<file path="config.mk">
export PLATFORM = sky130hd
export DESIGN_NAME = jam_cost_table
export DESIGN_NICKNAME = d
export VERILOG_FILES = /design/src/rtl/jam_pkg.sv /design/src/rtl/jam_perm_monitor.sv /design/src/rtl/jam_cost_table.sv
export SDC_FILE = /design/constraint.sdc
export NUM_CORES = 1
export LEC_CHECK = 0
export CORE_MARGIN = 3
export CORE_UTILIZATION = 35
export CTS_BUF_LIST = sky130_fd_sc_hd__clkbuf_8
export DETAILED_ROUTE_END_ITERATION = 10
export PLACE_DENSITY = 0.53
export SYNTH_ARGS = -nofsm -noshare
export SYNTH_HDL_FRONTEND = slang
export SYNTH_SLANG_ARGS = --single-unit
</file>
<file path="constraint.sdc">
create_clock -name CLK -period 4.5 [get_ports CLK]
set_input_delay 0.9 -clock CLK [delete_from_list [all_inputs] [get_ports CLK]]
set_output_delay 0.9 -clock CLK [all_outputs]
set_load 0.02 [all_outputs]
</file>
<file path="src/rtl/jam_pkg.sv">
// Shared definitions for the JAM worker/job cost table and its monitor.
// Latency: none; this file holds only types, constants and a pure function.
// Backpressure: none.
package jam_pkg;

  localparam int N_WORK = 8;
  localparam int N_JOB  = 8;
  localparam int COST_W = 7;
  localparam int SUM_W  = 10;
  localparam int CNT_W  = 16;
  localparam int TBL_N  = N_WORK * N_JOB;
  localparam int IDX_W  = 6;

  typedef enum logic [1:0] {
    IDLE  = 2'd0,
    LOAD  = 2'd1,
    READY = 2'd2
  } state_e;

  // Row-major table index: worker selects the row, job selects the column.
  function automatic logic [IDX_W-1:0] cost_idx(input logic [2:0] w, input logic [2:0] j);
    return {w, j};
  endfunction

endpackage

</file>
<file path="src/rtl/jam_perm_monitor.sv">
// Watches the W/J lookup stream and reports each complete W=0..7 window.
// Latency: perm_* outputs are registered, one cycle after the W=7 lookup.
// Backpressure: none; purely observes the stream, never stalls it.
module jam_perm_monitor #(
  parameter int COST_W = jam_pkg::COST_W,
  parameter int SUM_W  = jam_pkg::SUM_W,
  parameter int CNT_W  = jam_pkg::CNT_W
) (
  input  logic              CLK,
  input  logic              RST,
  input  logic              tbl_ready,
  input  logic [2:0]        W,
  input  logic [2:0]        J,
  input  logic [COST_W-1:0] Cost,
  output logic              perm_done,
  output logic              perm_err,
  output logic [SUM_W-1:0]  perm_sum,
  output logic [CNT_W-1:0]  perm_count
);
  import jam_pkg::*;

  logic              act_q,  act_d;
  logic [2:0]        exp_q,  exp_d;
  logic [N_JOB-1:0]  mask_q, mask_d;
  logic [SUM_W-1:0]  acc_q,  acc_d;
  logic              done_q, done_d;
  logic              err_q,  err_d;
  logic [SUM_W-1:0]  sum_q,  sum_d;
  logic [CNT_W-1:0]  cnt_q,  cnt_d;

  logic [N_JOB-1:0]  j_onehot;
  logic [SUM_W-1:0]  cost_ext;

  assign j_onehot = N_JOB'(1) << J;
  assign cost_ext = SUM_W'(Cost);

  // Window tracking: W=0 always restarts, the expected W advances, anything else abandons.
  always_comb begin
    act_d  = act_q;
    exp_d  = exp_q;
    mask_d = mask_q;
    acc_d  = acc_q;
    done_d = 1'b0;
    err_d  = 1'b0;
    sum_d  = sum_q;
    cnt_d  = cnt_q;
    if (!tbl_ready) begin
      act_d = 1'b0;
    end else if (W == 3'd0) begin
      act_d  = 1'b1;
      mask_d = j_onehot;
      acc_d  = cost_ext;
      exp_d  = 3'd1;
    end else if (act_q && (W == exp_q)) begin
      if (W == 3'(N_WORK - 1)) begin
        act_d  = 1'b0;
        done_d = 1'b1;
        err_d  = ((mask_q | j_onehot) != {N_JOB{1'b1}});
        sum_d  = acc_q + cost_ext;
        if (cnt_q != {CNT_W{1'b1}}) begin
          cnt_d = cnt_q + CNT_W'(1);
        end
      end else begin
        mask_d = mask_q | j_onehot;
        acc_d  = acc_q + cost_ext;
        exp_d  = exp_q + 3'd1;
      end
    end else begin
      act_d = 1'b0;
    end
  end

  // Register window state and the reported results.
  always_ff @(posedge CLK) begin
    if (RST) begin
      act_q  <= 1'b0;
      exp_q  <= 3'd0;
      mask_q <= '0;
      acc_q  <= '0;
      done_q <= 1'b0;
      err_q  <= 1'b0;
      sum_q  <= '0;
      cnt_q  <= '0;
    end else begin
      act_q  <= act_d;
      exp_q  <= exp_d;
      mask_q <= mask_d;
      acc_q  <= acc_d;
      done_q <= done_d;
      err_q  <= err_d;
      sum_q  <= sum_d;
      cnt_q  <= cnt_d;
    end
  end

  assign perm_done  = done_q;
  assign perm_err   = err_q;
  assign perm_sum   = sum_q;
  assign perm_count = cnt_q;

endmodule

</file>
<file path="src/rtl/jam_cost_table.sv">
// JAM cost responder: 8x8 cost table loaded serially, looked up by (W, J).
// Latency: Cost is combinational (zero cycles); perm_* one cycle after W=7.
// Backpressure: ld_ready high until all 64 entries are taken, then low for good.
module jam_cost_table #(
  parameter int COST_W = jam_pkg::COST_W,
  parameter int SUM_W  = jam_pkg::SUM_W,
  parameter int CNT_W  = jam_pkg::CNT_W
) (
  input  logic              CLK,
  input  logic              RST,
  input  logic              ld_valid,
  input  logic [COST_W-1:0] ld_data,
  output logic              ld_ready,
  output logic              tbl_ready,
  input  logic [2:0]        W,
  input  logic [2:0]        J,
  output logic [COST_W-1:0] Cost,
  output logic              perm_done,
  output logic              perm_err,
  output logic [SUM_W-1:0]  perm_sum,
  output logic [CNT_W-1:0]  perm_count
);
  import jam_pkg::*;

  state_e            state_q;
  logic [IDX_W-1:0]  ld_ptr_q;
  logic              ld_ready_q;
  logic              tbl_ready_q;
  logic [COST_W-1:0] mem_q [TBL_N];
  logic              wr_en;

  // ld_ptr is 0 in IDLE, so one write port serves both IDLE and LOAD.
  assign wr_en = ld_valid && !RST && (state_q != READY);

  // Load sequencer: IDLE -> LOAD -> READY, READY held until reset.
  always_ff @(posedge CLK) begin
    if (RST) begin
      state_q     <= IDLE;
      ld_ptr_q    <= '0;
      ld_ready_q  <= 1'b1;
      tbl_ready_q <= 1'b0;
    end else begin
      case (state_q)
        IDLE: begin
          if (ld_valid) begin
            ld_ptr_q <= IDX_W'(1);
            state_q  <= LOAD;
          end
        end
        LOAD: begin
          if (ld_valid) begin
            if (ld_ptr_q == IDX_W'(TBL_N - 1)) begin
              state_q     <= READY;
              ld_ready_q  <= 1'b0;
              tbl_ready_q <= 1'b1;
            end else begin
              ld_ptr_q <= ld_ptr_q + IDX_W'(1);
            end
          end
        end
        default: begin
          state_q <= READY;
        end
      endcase
    end
  end

  // Table storage: written only while loading, deliberately not reset.
  always_ff @(posedge CLK) begin
    if (wr_en) begin
      mem_q[ld_ptr_q] <= ld_data;
    end
  end

  assign ld_ready  = ld_ready_q;
  assign tbl_ready = tbl_ready_q;
  assign Cost      = tbl_ready_q ? mem_q[cost_idx(W, J)] : '0;

  jam_perm_monitor #(
    .COST_W (COST_W),
    .SUM_W  (SUM_W),
    .CNT_W  (CNT_W)
  ) u_mon (
    .CLK        (CLK),
    .RST        (RST),
    .tbl_ready  (tbl_ready_q),
    .W          (W),
    .J          (J),
    .Cost       (Cost),
    .perm_done  (perm_done),
    .perm_err   (perm_err),
    .perm_sum   (perm_sum),
    .perm_count (perm_count)
  );

endmodule

</file>
## Word level (Yosys, flattened, before mapping)

Memories as Yosys holds them, arrays and structs flattened.
Cells that the tools add are included.
Widths: inputs -> output; s select.

- $add $sub $neg: 4
- Eq/ne operators: 13
- Shifts and indexed selects: 1
- Muxes and demuxes: 24
- Bitwise operators: 5
- Reductions and logical operators: 17

Operators by type and width:

| operator | number |
|---|---|
| $mux 10 | 3 |
| $mux 8 | 3 |
| $mux 6 | 3 |
| $add 16x1->16 const B | 1 |
| $ne 16x16->1 const B | 1 |
| $pmux 6 s2 | 1 |
| $add 10x7->10 | 1 |
| $ne 2x2->1 const B | 5 |
| $mux 3 | 3 |
| $reduce_and 3->1 | 3 |
| $ne 8x8->1 const B | 1 |
| $or 8x8->8 | 1 |
| $reduce_and 4->1 | 2 |
| $shl 1x3->8 const A | 1 |
| $mux 7 | 1 |
| $add 6x1->6 const B | 1 |
| $eq 6x6->1 const B | 1 |
| $mux 1 | 6 |
| $mux 2 | 3 |
| $reduce_and 5->1 | 1 |
| $reduce_or 5->1 | 1 |
| $not 1->1 | 4 |
| $pmux 2 s2 | 1 |
| $reduce_bool 2->1 | 2 |
| 12 further kinds | 14 |

- Bits in registers: 60
- RAM bits: 448
- Input bits: 16
- Output and inout bits: 37
- Logic and storage cells: 77
- Memories: 1

Memory list:

| memory | words | bits a word | read ports | clocked after Yosys merged registers in | write ports | line | source |
|---|---|---|---|---|---|---|---|
| mem_q | 64 | 7 | 1 | 0 | 1 | jam_cost_table.sv:29 | `logic [COST_W-1:0] mem_q [TBL_N];` |

## Depth between registers and ports, before layout

Gate-level depths: netlist of the first run.
An unclocked memory read counts as a cell.

- Word-level depth: 6
- Mapped depth: 18
- Depth with buffers taken out: 14

## By module

A second synthesis of the first run with hierarchy kept.

- Cell total of the unflattened synthesis: 1185
- Area, all modules: 20683.6 um2

By module, submodules not included:

| module | times used | cells an instance | area each (um2) | seq. area each (um2) |
|---|---|---|---|---|
| jam_cost_table | 1 | 889 | 18029.8 | 13653.1 |
| jam_perm_monitor | 1 | 296 | 2653.8 | 1001.0 |

## Worst setup path before layout of the first run

No wires, ideal clock.

- Kind: input port to flip-flop
- From: input port W[0]
- To: register u_mon.sum_q[9], in the netlist u_mon.perm_sum[9]
- Setup time: 86 ps
- Arrival: 4486 ps
- Data required time: 4414 ps
- Path slack: -72 ps
- Cell stages on the path: 13
- Buffers on the path: 3
- Cell sequence: buf_6 clkbuf_1 buf_1 mux4_2 nand2_1 a311oi_1 ha_1 a21oi_1 o211ai_1 o41ai_1 nand3b_1 xor2_1 a211oi_1

- Word-level cells in the longest chain between the ends: 3
- Elaborated cells between the ends (all ways): 9
- Classes of those cells: add/sub: 1; eq/ne: 2; mux: 1; bitwise: 1; reduce/logical: 3; memory: 1

Ends and longest elaborated chain:

| element | line | source |
|---|---|---|
| from (decl) | jam_cost_table.sv:15 | `input logic [2:0] W,` |
| $mem_v2 64x7 | -- |  |
| $mux 7 | jam_cost_table.sv:77 | `assign Cost = tbl_ready_q ? mem_q[cost_idx(W, J)] : '0;` |
| via Cost[1] | jam_cost_table.sv:17 | `output logic [COST_W-1:0] Cost,` |
| $add 10x7->10 | jam_perm_monitor.sv:59 | `sum_d = acc_q + cost_ext;` |
| to (signal assigned) | jam_perm_monitor.sv:91 | `sum_q <= sum_d;` |
| to (decl) | jam_perm_monitor.sv:28 | `logic [SUM_W-1:0] sum_q, sum_d;` |

The timed path passes the listed nets, and every way through them passes these cells.
A chain may end at the register's enable or synchronous reset.

## Worst setup path in the final report of the first run

- From: input port J[0]
- To: output port Cost[4]

- Word-level cells in the longest chain between the ends: 2

Ends and longest elaborated chain:

| element | line | source |
|---|---|---|
| from (decl) | jam_cost_table.sv:16 | `input logic [2:0] J,` |
| $mem_v2 64x7 | -- |  |
| $mux 7 | jam_cost_table.sv:77 |  |
| to (decl) | jam_cost_table.sv:17 |  |

No other way between the ends.

==> flow_summary.rst, run 1 <==
.. list-table::
   :header-rows: 1

   * - Metric
     - Value
   * - GR Util All Layers
     - 0.1711
   * - Routed wire length
     - 51630 um
   * - Register-to-Register Path Depth
     - 14
   * - TritonCTS clock tree
     - done
   * - Post-synth EDFFs
     - 448
   * - Detailed-route via count
     - 11510
   * - Vias in the first global route
     - 11700
   * - Result of the run
     - finished, final reports clean
   * - Nets in the synthesized netlist
     - 1185
   * - CTS H-tree lvls
     - 3
   * - Post-CTS setup buffers
     - 0
   * - Post-synthesis instance area
     - 0.02050 sq mm
   * - Global route total overflow
     - 0
   * - Chip width
     - about 250 um
   * - First-pass iteration count of the detailed router
     - 4
   * - Worst min path class
     - reg2reg
   * - Initial cell density of the core
     - 0.3546
   * - Startpoint class of the critical path
     - input pin
   * - Fraction of final layout cells with drive strength greater than 1
     - 0.2800
   * - Final setup slack of the worst path
     - ~110 ps
   * - Clock transition time at the flip-flop clock pins of the worst setup and hold paths
     - 60 ps
   * - Post-route core utilization
     - 0.4234
   * - Crit path kind
     - in2out
   * - Number of antenna violations at the first check in global routing
     - 0
   * - Cell types with the largest area share after synthesis
     - sky130_fd_sc_hd__edfxtp_1, sky130_fd_sc_hd__mux4_2, sky130_fd_sc_hd__dfxtp_1
   * - Most common cell in the netlist
     - sky130_fd_sc_hd__edfxtp_1
   * - Worst hold slack after final layout
     - roughly 450 ps
   * - Seq/Total Area, Yosys
     - 0.7149
   * - Net total in the final layout
     - between 1000 and 1500
   * - Start point of the critical path
     - J[0]
   * - Yosys top cell area share
     - 0.6563
   * - Largest area contributor in the netlist
     - sky130_fd_sc_hd__edfxtp_1
   * - Clock power share
     - 0.390
   * - Sw Pwr
     - 2.055 mW
   * - Start of the worst register-to-register path
     - mem_q[35][0]
   * - Post-route clock skew
     - 38.35 ps
   * - RSZ-0062 raised after global routing
     - yes
   * - Cell at the root of the clock tree
     - sky130_fd_sc_hd__clkbuf_8
   * - Final HPWL DP
     - around 33000 um
   * - Warnings from Yosys
     - 0
   * - # Max-Cap Violations
     - 0
   * - Average wire length per cell after detail routing
     - about 23 um
   * - # port buffers
     - 52
   * - Share of total power consumed by net switching
     - 0.2225
   * - Pin count of the biggest net entering global routing
     - 65
   * - Endpoint arrival time on the critical path
     - 3490 ps
   * - Starting DRT DRC Count
     - 780
   * - Post-Synthesis Cells
     - 1158
   * - Antenna diode count
     - 0
   * - Distinct cells, synth
     - 65
   * - Relative contribution of sequential cells to total power
     - 0.556
   * - Maximum frequency from static timing analysis
     - 0.2280 GHz
   * - Average via count per standard cell
     - 5.194
   * - Placed Instance Area
     - 0.02292 sq mm
   * - DRC Markers
     - 0
   * - Pin slew with the least headroom to its limit
     - 1233 ps
   * - Share of synthesized registers carrying an async set or reset
     - 0
   * - Cell internal power dissipation
     - 7.184 mW
   * - FF-to-FF setup slack
     - slightly below 800 ps
   * - Number of antenna-violating nets in the routed design
     - 0
   * - Data required time at the worst endpoint
     - 3600 ps
   * - Vertical die dimension
     - 248 um
   * - Synth Flop Type
     - sky130_fd_sc_hd__edfxtp_1
   * - Cts bufs inserted
     - 86
   * - Peak ir drop on the vdd network
     - approximately 0.19 mV
   * - Capturing point of the worst reg2reg path
     - u_mon.perm_sum[8]
   * - Count of standard-cell rows
     - 88
   * - Min cycle time layout
     - between 4000 and 5000 ps
   * - Final setup violation count
     - 0
   * - Area of all placed cells without fillers
     - 0.02448 sq mm
   * - Share of total power in combinational logic
     - 0.054
   * - Wire length of the first global-routing pass
     - ~77000 um
   * - Final number of max-transition violations
     - 0
   * - Final RePlAce weighted congestion
     - 0.7931
   * - Top-level I/O count
     - 53
   * - Synthesis-to-layout area growth
     - 19.41%
   * - Worst slack, placed
     - -637.4 ps
   * - Commonest cells in the synthesized netlist
     - sky130_fd_sc_hd__edfxtp_1, sky130_fd_sc_hd__nor2_1, sky130_fd_sc_hd__mux4_2, sky130_fd_sc_hd__nand2_1, sky130_fd_sc_hd__dfxtp_1
   * - Latest clock arrival within the worst-skew pair
     - 650 ps
   * - Total Power
     - between 9 and 10 mW
   * - Period Utilization, post-route
     - 0.9746
   * - Flops & latches, synth
     - 508
   * - Maximum fanout count along the critical path
     - 12
   * - Sinks on the clock net
     - 508
   * - Maximum buffer depth of the clock tree
     - 3
   * - P_leak
     - 8.234 nW
   * - Area enclosed by the die boundary
     - 0.06150 sq mm
   * - Post-Syn Area per Cell
     - about 18 sq um
   * - Ratio of total power to cell area
     - 377.5 mW/mm^2
   * - Core area
     - 0.05781 sq mm
   * - Worst slew slack as a fraction of its limit
     - 0.1782
   * - Number of hold-slack violations in the final timing report
     - 0
   * - Worst setup EP type
     - primary output
   * - Worst setup path endpoint
     - Cost[4]
timing repair:
| item | in CTS | in global routing |
|---|---|---|
| gates resized for setup | 9 | 7 |
| endpoints found under the setup margin | 5 | 7 |
| gates cloned | 1 | 1 |
| hold buffers | 0 | 0 |
through the flow:
| step | cells | TNS [ps] |
|---|---|---|
| 6_report | 2215 | 0 |
| 5_1_grt | 2215 | -13.42 |
| 3_3_place_gp | 2071 | -7336 |
| 4_1_cts | 2215 | 0 |
| 2_1_floorplan | 1158 | 0 |
| 3_5_place_dp | 2071 | -7687 |
cells by family after synthesis:
family	synth area share
AND/OR/NAND/NOR	0.06727
multiplexers	0.1478
adder cells (fa/ha/maj)	0.007081
buffers and inverters	0.01782
AO/OA/AOI/OAI	0.03309
XOR/XNOR	0.01196
flip-flops	0.7149
worst max-delay path, stage by stage:
cell and delay [ps]:
sky130_fd_sc_hd__buf_6 200, sky130_fd_sc_hd__buf_4 210, sky130_fd_sc_hd__buf_12 120, sky130_fd_sc_hd__mux4_2 490
sky130_fd_sc_hd__mux4_2 520, sky130_fd_sc_hd__mux2i_1 180, sky130_fd_sc_hd__nor2_1 60, sky130_fd_sc_hd__a41oi_1 190
sky130_fd_sc_hd__nor2_1 100, sky130_fd_sc_hd__buf_4 160, sky130_fd_sc_hd__dlygate4sd2_1 310
state kept, by name (all words and copies together), names as in the netlist:
register and cells:
u_mon.mask_q 8, u_mon.exp_q 3, u_mon.acc_q 10, u_mon.act_q 1, mem_q 448, ld_ptr_q 6
u_mon.perm_done 1, tbl_ready 1, u_mon.perm_sum 10, u_mon.perm_count 16, u_mon.perm_err 1, ld_ready 1
state_q 2
power by group through the flow:
stage / registers [mW] / clock network, mW / logic, mW
2_1_floorplan: 5.23 / 0 / 0.253
4_1_cts: 5.14 / 3.74 / 0.506
6_report: 5.14 / 3.60 / 0.501
3_3_place_gp: 5.23 / 0 / 0.493
5_1_grt: 5.13 / 3.96 / 0.538
3_5_place_dp: 5.23 / 0 / 0.495
cell usage in the layout (no fill, tap or decap), drive strengths merged, types with 10 or more instances in the layout:
cell type	count
inv	29
a22oi	11
dfxtp	60
a21oi	30
o21ai	12
clkbuf	88
mux4	116
buf	170
mux2i	35
clkdlybuf4s50	34
ha	10
nor2	120
xor2	20
nand3	33
nand2	63
clkinv	30
edfxtp	448
how the worst min path moves through the flow:
stage,from,to,cells after the start
after floorplan,u_mon.mask_q[1],u_mon.mask_q[1],2
after global placement,ld_ready,ld_ready,1
after detailed placement,ld_ready,ld_ready,1
after CTS,u_mon.perm_sum[3],u_mon.perm_sum[3],2
after global routing,u_mon.mask_q[5],u_mon.mask_q[5],2
final,u_mon.perm_sum[3],u_mon.perm_sum[3],2
final cells by class:
class                      instances  area, sq um
fill                            5159        33330
inverter                           5        18.77
sequential                       508        14650
tap                              765        957.2
clock buffer                      87         1197
multi-input combinational        584         5520
clock inverter                    56        255.2
timing repair buffer             210         1873
layer usage:
layer | up-vias | routed length (um) | GRT usage
met3 | 80 | 3043 | 0.03565
li1 | 5106 | - | -
met5 | - | 0 | 0
met1 | 5943 | 22940 | 0.2374
met4 | 0 | 1302 | 0.05956
met2 | 376 | 24350 | 0.2686
Power figures use the tool's default switching activity.
==> inputs of run 2 (changes only) <==
--- a/config.mk
+++ b/config.mk
@@ -5,6 +5,7 @@
 export SDC_FILE = /design/constraint.sdc
 export NUM_CORES = 1
 export LEC_CHECK = 0
+export CAP_MARGIN = 20
 export CORE_MARGIN = 3
 export CORE_UTILIZATION = 35
 export CTS_BUF_LIST = sky130_fd_sc_hd__clkbuf_8
==> flow_summary.rst, run 2 (synthesized netlist as in run 1, its figures left out) <==
.. list-table::
   :header-rows: 1

   * - Metric
     - Value
   * - Result of the run
     - finished, final reports clean
   * - CTS H-tree lvls
     - 3
   * - Hold path startpoint
     - u_mon.perm_sum[3]
   * - Fraction of final layout cells with drive strength greater than 1
     - 0.2796
   * - Terminating pin of the worst hold path
     - u_mon.perm_sum[3]
   * - Hold-fix buffers, CTS
     - 0
   * - Capturing point of the worst reg2reg path
     - u_mon.perm_sum[8]
   * - Global route total overflow
     - 0
   * - Cts bufs inserted
     - 87
   * - Data required time at the worst endpoint
     - 3600 ps
   * - Pin slew with the least headroom to its limit
     - 941.9 ps
   * - Placed Instance Area
     - 0.02294 sq mm
   * - Worst min path class
     - reg2reg
   * - Peak ir drop on the vdd network
     - around 0.19 mV
   * - Worst hold slack after final layout
     - around 450 ps
   * - Area of all placed cells without fillers
     - ~0.025 sq mm
   * - Cell at the root of the clock tree
     - sky130_fd_sc_hd__clkbuf_8
   * - Most frequent cells in the layout
     - sky130_fd_sc_hd__edfxtp_1, sky130_fd_sc_hd__buf_4, sky130_fd_sc_hd__nor2_1, sky130_fd_sc_hd__mux4_2, sky130_fd_sc_hd__clkbuf_8
   * - Startpoint class of the critical path
     - input pin
   * - Latest clock arrival within the worst-skew pair
     - roughly 660 ps
   * - Synthesis-to-layout area growth
     - 20.04%
   * - Period Utilization, post-route
     - 0.9817
   * - Area enclosed by the die boundary
     - around 0.062 sq mm
   * - Core area
     - 0.05781 sq mm
   * - Crit path kind
     - in2out
   * - Endpoint arrival time on the critical path
     - between 3000 and 4000 ps
   * - Wire length of the first global-routing pass
     - around 77000 um
   * - Start of the worst register-to-register path
     - mem_q[35][0]
   * - RSZ-0062 raised after global routing
     - no
   * - Flip-flop count of the largest register after layout
     - around 450
   * - TritonCTS clock tree
     - done
   * - Start point of the critical path
     - J[0]
   * - Final setup slack of the worst path
     - 82.21 ps
   * - Total Power
     - 9.461 mW
   * - DRC Markers
     - 0
   * - FF-to-FF setup slack
     - 720 ps
   * - Antenna diode count
     - 0
   * - Routed wire length
     - 51320 um
   * - CP cell instances
     - buf_6 -> bufbuf_16 -> mux4_2 -> mux4_2 -> mux2i_1 -> buf_4 -> a211oi_2 -> buf_4 -> clkdlybuf4s50_1
   * - Starting DRT DRC Count
     - about 880
   * - Most common cell after layout, fill and taps aside
     - sky130_fd_sc_hd__edfxtp_1
   * - Final HPWL DP
     - 33160 um
   * - Worst hold stages
     - 2
   * - Worst slack, placed
     - -517.6 ps
   * - Register-to-Register Path Depth
     - 14
   * - Vias in the first global route
     - 11710
   * - Ratio of total power to cell area
     - 384.5 mW/mm^2
   * - First-pass iteration count of the detailed router
     - 4
   * - Worst stage delay on the critical path
     - between 500 and 600 ps
   * - Worst-path cell with the longest stage delay
     - sky130_fd_sc_hd__clkdlybuf4s50_1
   * - Fin cells
     - 2228
   * - Maximum buffer depth of the clock tree
     - 3
   * - Pin count of the biggest net entering global routing
     - 65
   * - Post-route clock skew
     - 40.18 ps
   * - Post-CTS setup buffers
     - 0
   * - Number of antenna violations at the first check in global routing
     - 0
   * - Min cycle time layout
     - 4418 ps
   * - Net total in the final layout
     - 1424
   * - Maximum frequency from static timing analysis
     - 0.2264 GHz
   * - Final RePlAce weighted congestion
     - 0.7931
   * - Vertical die dimension
     - 248 um
   * - Worst setup EP type
     - primary output
   * - Count of standard-cell rows
     - a little under 90
   * - Worst slew slack as a fraction of its limit
     - 0.3721
   * - Maximum fanout count along the critical path
     - 12
   * - Largest register by flop count
     - mem_q
   * - Chip width
     - 248 um
   * - Final setup violation count
     - 0
   * - Top-level I/O count
     - 53
   * - P_leak
     - 8.313 nW
   * - Final number of max-transition violations
     - 0
   * - # port buffers
     - between 50 and 60
   * - Detailed-route via count
     - 11420
   * - Clock transition time at the flip-flop clock pins of the worst setup and hold paths
     - roughly 50 ps
   * - Average via count per standard cell
     - 5.125
   * - Average wire length per cell after detail routing
     - 23.04 um
   * - Number of antenna-violating nets in the routed design
     - 0
   * - Number of hold-slack violations in the final timing report
     - 0
   * - Sinks on the clock net
     - 508
   * - Initial cell density of the core
     - 0.3546
   * - # Max-Cap Violations
     - 0
   * - GR Util All Layers
     - 0.1708
   * - Cell count after placement
     - 2072
run 2: critical path, delay by kind of cell:
family	cells	cell delay, ps
multiplexers	3	1130
AO/OA/AOI/OAI	1	80
buffers and inverters	5	1390
run 2: metrics by stage:
stage	utilization	TNS [ps]
after floorplan	-	0
after global placement	0.3965	-7336
after detailed placement	0.3969	-5264
after CTS	0.4251	0
after global routing	0.4256	0
final	0.4256	0
run 2: worst max path at each step:
stage | to | cells past startpoint
floorplan | u_mon.perm_sum[8] | 14
global placement | u_mon.perm_sum[8] | 15
detailed placement | u_mon.acc_q[8] | 14
CTS | Cost[1] | 9
global route | Cost[4] | 11
finish | Cost[0] | 9
run 2: layout make-up:
type                            count  area (sq um)
Timing Repair Buffer              211          1893
Multi-Input combinational cell    584          5505
Inverter                            5         18.77
Clock inverter                     66         351.6
Fill cell                        5145         33200
Sequential cell                   508         14650
Tap cell                          765         957.2
Clock buffer                       89          1225
run 2: timing repair:
action                     in CTS  in global routing
cloned                          1                  0
hold endpoints to repair        0                  0
resized for setup               7                  7
setup endpoints to repair       5                  5
run 2: per-layer routing:
layer | wire length (um) | part of all wire | up-vias | track usage
met5 | 0 | 0 | - | 0
met4 | 1296 | 0.025 | 0 | 0.05887
met3 | 3266 | 0.064 | 83 | 0.03554
met2 | 24260 | 0.47 | 362 | 0.2697
met1 | 22500 | 0.44 | 5851 | 0.2360
li1 | - | - | 5123 | -
run 2: report_power, final:
part	switching, mW	total, mW	internal [mW]
Sequential	0.00427	5.13	5.13
Combinational	0.280	0.500	0.219
Clock	1.83	3.83	2.00
==> inputs of run 3 (changes only) <==
--- a/config.mk
+++ b/config.mk
@@ -6,11 +6,14 @@
 export NUM_CORES = 1
 export LEC_CHECK = 0
 export CAP_MARGIN = 20
+export CORE_ASPECT_RATIO = 0.8
 export CORE_MARGIN = 3
 export CORE_UTILIZATION = 35
 export CTS_BUF_LIST = sky130_fd_sc_hd__clkbuf_8
 export DETAILED_ROUTE_END_ITERATION = 10
 export PLACE_DENSITY = 0.53
+export RECOVER_POWER = 100
+export SKIP_CTS_REPAIR_TIMING = 1
 export SYNTH_ARGS = -nofsm -noshare
 export SYNTH_HDL_FRONTEND = slang
 export SYNTH_SLANG_ARGS = --single-unit
==> flow_summary.rst, run 3 (synthesized netlist as in run 1, its figures left out) <==
.. list-table::
   :header-rows: 1

   * - Metric
     - Value
   * - Violations in the final reports
     - max-capacitance violations, max-slew violations
   * - Sum of negative setup slack
     - 0 ps
   * - Most frequent cells in the layout
     - sky130_fd_sc_hd__edfxtp_1, sky130_fd_sc_hd__nor2_1, sky130_fd_sc_hd__mux4_2, sky130_fd_sc_hd__buf_4, sky130_fd_sc_hd__clkbuf_8
   * - Clock transition time at the flip-flop clock pins of the worst setup and hold paths
     - roughly 50 ps
   * - Total Power
     - 9.215 mW
   * - Cts bufs inserted
     - between 70 and 80
   * - Startpoint class of the critical path
     - input pin
   * - Cell count after placement
     - 2070
   * - Worst slew slack as a fraction of its limit
     - -0.9713
   * - Final setup violation count
     - 0
   * - Final RePlAce weighted congestion
     - 0.8079
   * - Period Utilization, post-route
     - 0.9671
   * - Average wire length per cell after detail routing
     - 23.72 um
   * - Number of antenna violations at the first check in global routing
     - 0
   * - First-pass iteration count of the detailed router
     - 5
   * - Antenna diode count
     - 0
   * - Post-route clock skew
     - approximately 26 ps
   * - Chip width
     - roughly 280 um
   * - Worst slack, placed
     - -345.7 ps
   * - Vias in the first global route
     - approximately 12000
   * - Final HPWL DP
     - roughly 35000 um
   * - Min cycle time layout
     - 4352 ps
   * - Core area
     - between 0.05 and 0.06 sq mm
   * - Post-route core utilization
     - 0.4208
   * - Count of standard-cell rows
     - 78
   * - Top-level I/O count
     - 53
   * - CTS H-tree lvls
     - 3
   * - Latest clock arrival within the worst-skew pair
     - 650 ps
   * - Register-to-Register Path Depth
     - 14
   * - Synthesis-to-layout area growth
     - 17.60%
   * - Crit path kind
     - in2out
   * - Maximum fanout count along the critical path
     - 17
   * - TritonCTS clock tree
     - done
   * - Global route total overflow
     - 0
   * - # port buffers
     - 52
   * - Sinks on the clock net
     - 508
   * - Maximum buffer depth of the clock tree
     - 3
   * - Vertical die dimension
     - 222.5 um
   * - Starting DRT DRC Count
     - 1045
   * - Cell at the root of the clock tree
     - sky130_fd_sc_hd__clkbuf_8
   * - Ratio of total power to cell area
     - ~380 mW/mm^2
   * - Data required time at the worst endpoint
     - about 3600 ps
   * - P_leak
     - 7.989 nW
   * - Average via count per standard cell
     - ~5.2
   * - Endpoint arrival time on the critical path
     - ~3500 ps
   * - Placed Instance Area
     - 0.02291 sq mm
   * - DRC Markers
     - 0
   * - Wire length of the first global-routing pass
     - 77470 um
   * - Pin slew with the least headroom to its limit
     - 2957 ps
   * - Number of antenna-violating nets in the routed design
     - 0
   * - Detailed-route via count
     - 11550
   * - Worst hold stages
     - 2
   * - Fraction of final layout cells with drive strength greater than 1
     - 0.2292
   * - Fin cells
     - 2204
   * - Area of all placed cells without fillers
     - 0.02411 sq mm
   * - Area enclosed by the die boundary
     - 0.06152 sq mm
   * - Pin count of the biggest net entering global routing
     - 65
   * - Initial cell density of the core
     - 0.3578
   * - Net total in the final layout
     - approximately 1400
   * - Most common cell after layout, fill and taps aside
     - sky130_fd_sc_hd__edfxtp_1
   * - Worst setup EP type
     - primary output
   * - Worst min path class
     - reg2reg
   * - RSZ-0062 raised after global routing
     - no
   * - Final number of max-transition violations
     - 309
   * - Number of hold-slack violations in the final timing report
     - 0
   * - Flip-flop count of the largest register after layout
     - 448
   * - GR Util All Layers
     - 0.1691
   * - Final-layout fill cell count
     - 5118
   * - # Max-Cap Violations
     - 7
   * - Result of the run
     - finished with violations
   * - Final setup slack of the worst path
     - 148.1 ps
   * - Largest register by flop count
     - mem_q
   * - Worst hold slack after final layout
     - 452.9 ps
   * - Peak ir drop on the vdd network
     - 0.3495 mV
   * - Maximum frequency from static timing analysis
     - 0.2298 GHz
   * - Routed wire length
     - 52280 um
## run 3: cell count changes in the layout (fill, tap and decap cells not counted), moves of 6 or more
cell                              before  now
sky130_fd_sc_hd__buf_2                10    4
sky130_fd_sc_hd__buf_4               145   88
sky130_fd_sc_hd__clkbuf_1              0   65
sky130_fd_sc_hd__clkbuf_8             89   81
sky130_fd_sc_hd__clkdlybuf4s50_1      34    4
sky130_fd_sc_hd__dlygate4sd3_1         0   31
## run 3: routing by layer
| metal | vias to the layer above | routed length, um | share of wire | track usage |
|---|---|---|---|---|
| met1 | 6035 | 24960 | 0.48 | 0.2561 |
| met5 | - | 0 | 0 | 0 |
| met4 | 0 | 892 | 0.017 | 0.04172 |
| li1 | 5108 | - | - | - |
| met2 | 330 | 23110 | 0.44 | 0.2445 |
| met3 | 74 | 3323 | 0.064 | 0.04118 |
## run 3: final cells by class
class	count	area [sq um]	area share
clock buffers	81	1115	0.04625
clock inverters	52	281.5	0.01168
multi-input cells	584	5472	0.2270
repair buffers	214	1614	0.06696
well taps	760	950.9	0.03945
inverters	5	18.77	0.0007786
flip-flops and latches	508	14650	0.6079
## run 3: critical path, cell delays in order
cell,delay (ps)
sky130_fd_sc_hd__buf_12,160
sky130_fd_sc_hd__buf_6,170
sky130_fd_sc_hd__buf_4,140
sky130_fd_sc_hd__buf_4,120
sky130_fd_sc_hd__mux4_2,500
sky130_fd_sc_hd__mux2_2,320
sky130_fd_sc_hd__nand3_1,100
sky130_fd_sc_hd__nand4_1,170
sky130_fd_sc_hd__nor2_1,160
sky130_fd_sc_hd__a311oi_2,90
sky130_fd_sc_hd__clkdlybuf4s50_1,580
## run 3: path summary, 6_finish.rpt
check	slack, ps	from	endpoint
setup / recovery	150	J[0]	Cost[6]
hold / removal	450	u_mon.perm_sum[0]	u_mon.perm_sum[0]
setup reg to reg	650	mem_q[58][0]	u_mon.perm_sum[8]
hold reg to reg	450	u_mon.perm_sum[0]	u_mon.perm_sum[0]
## run 3: power breakdown
part           total (mW)  internal, mW  switching [mW]
clock network        3.56          1.78            1.78
logic               0.513         0.216           0.297
registers            5.14          5.13         0.00374
total                9.22          7.14            2.08
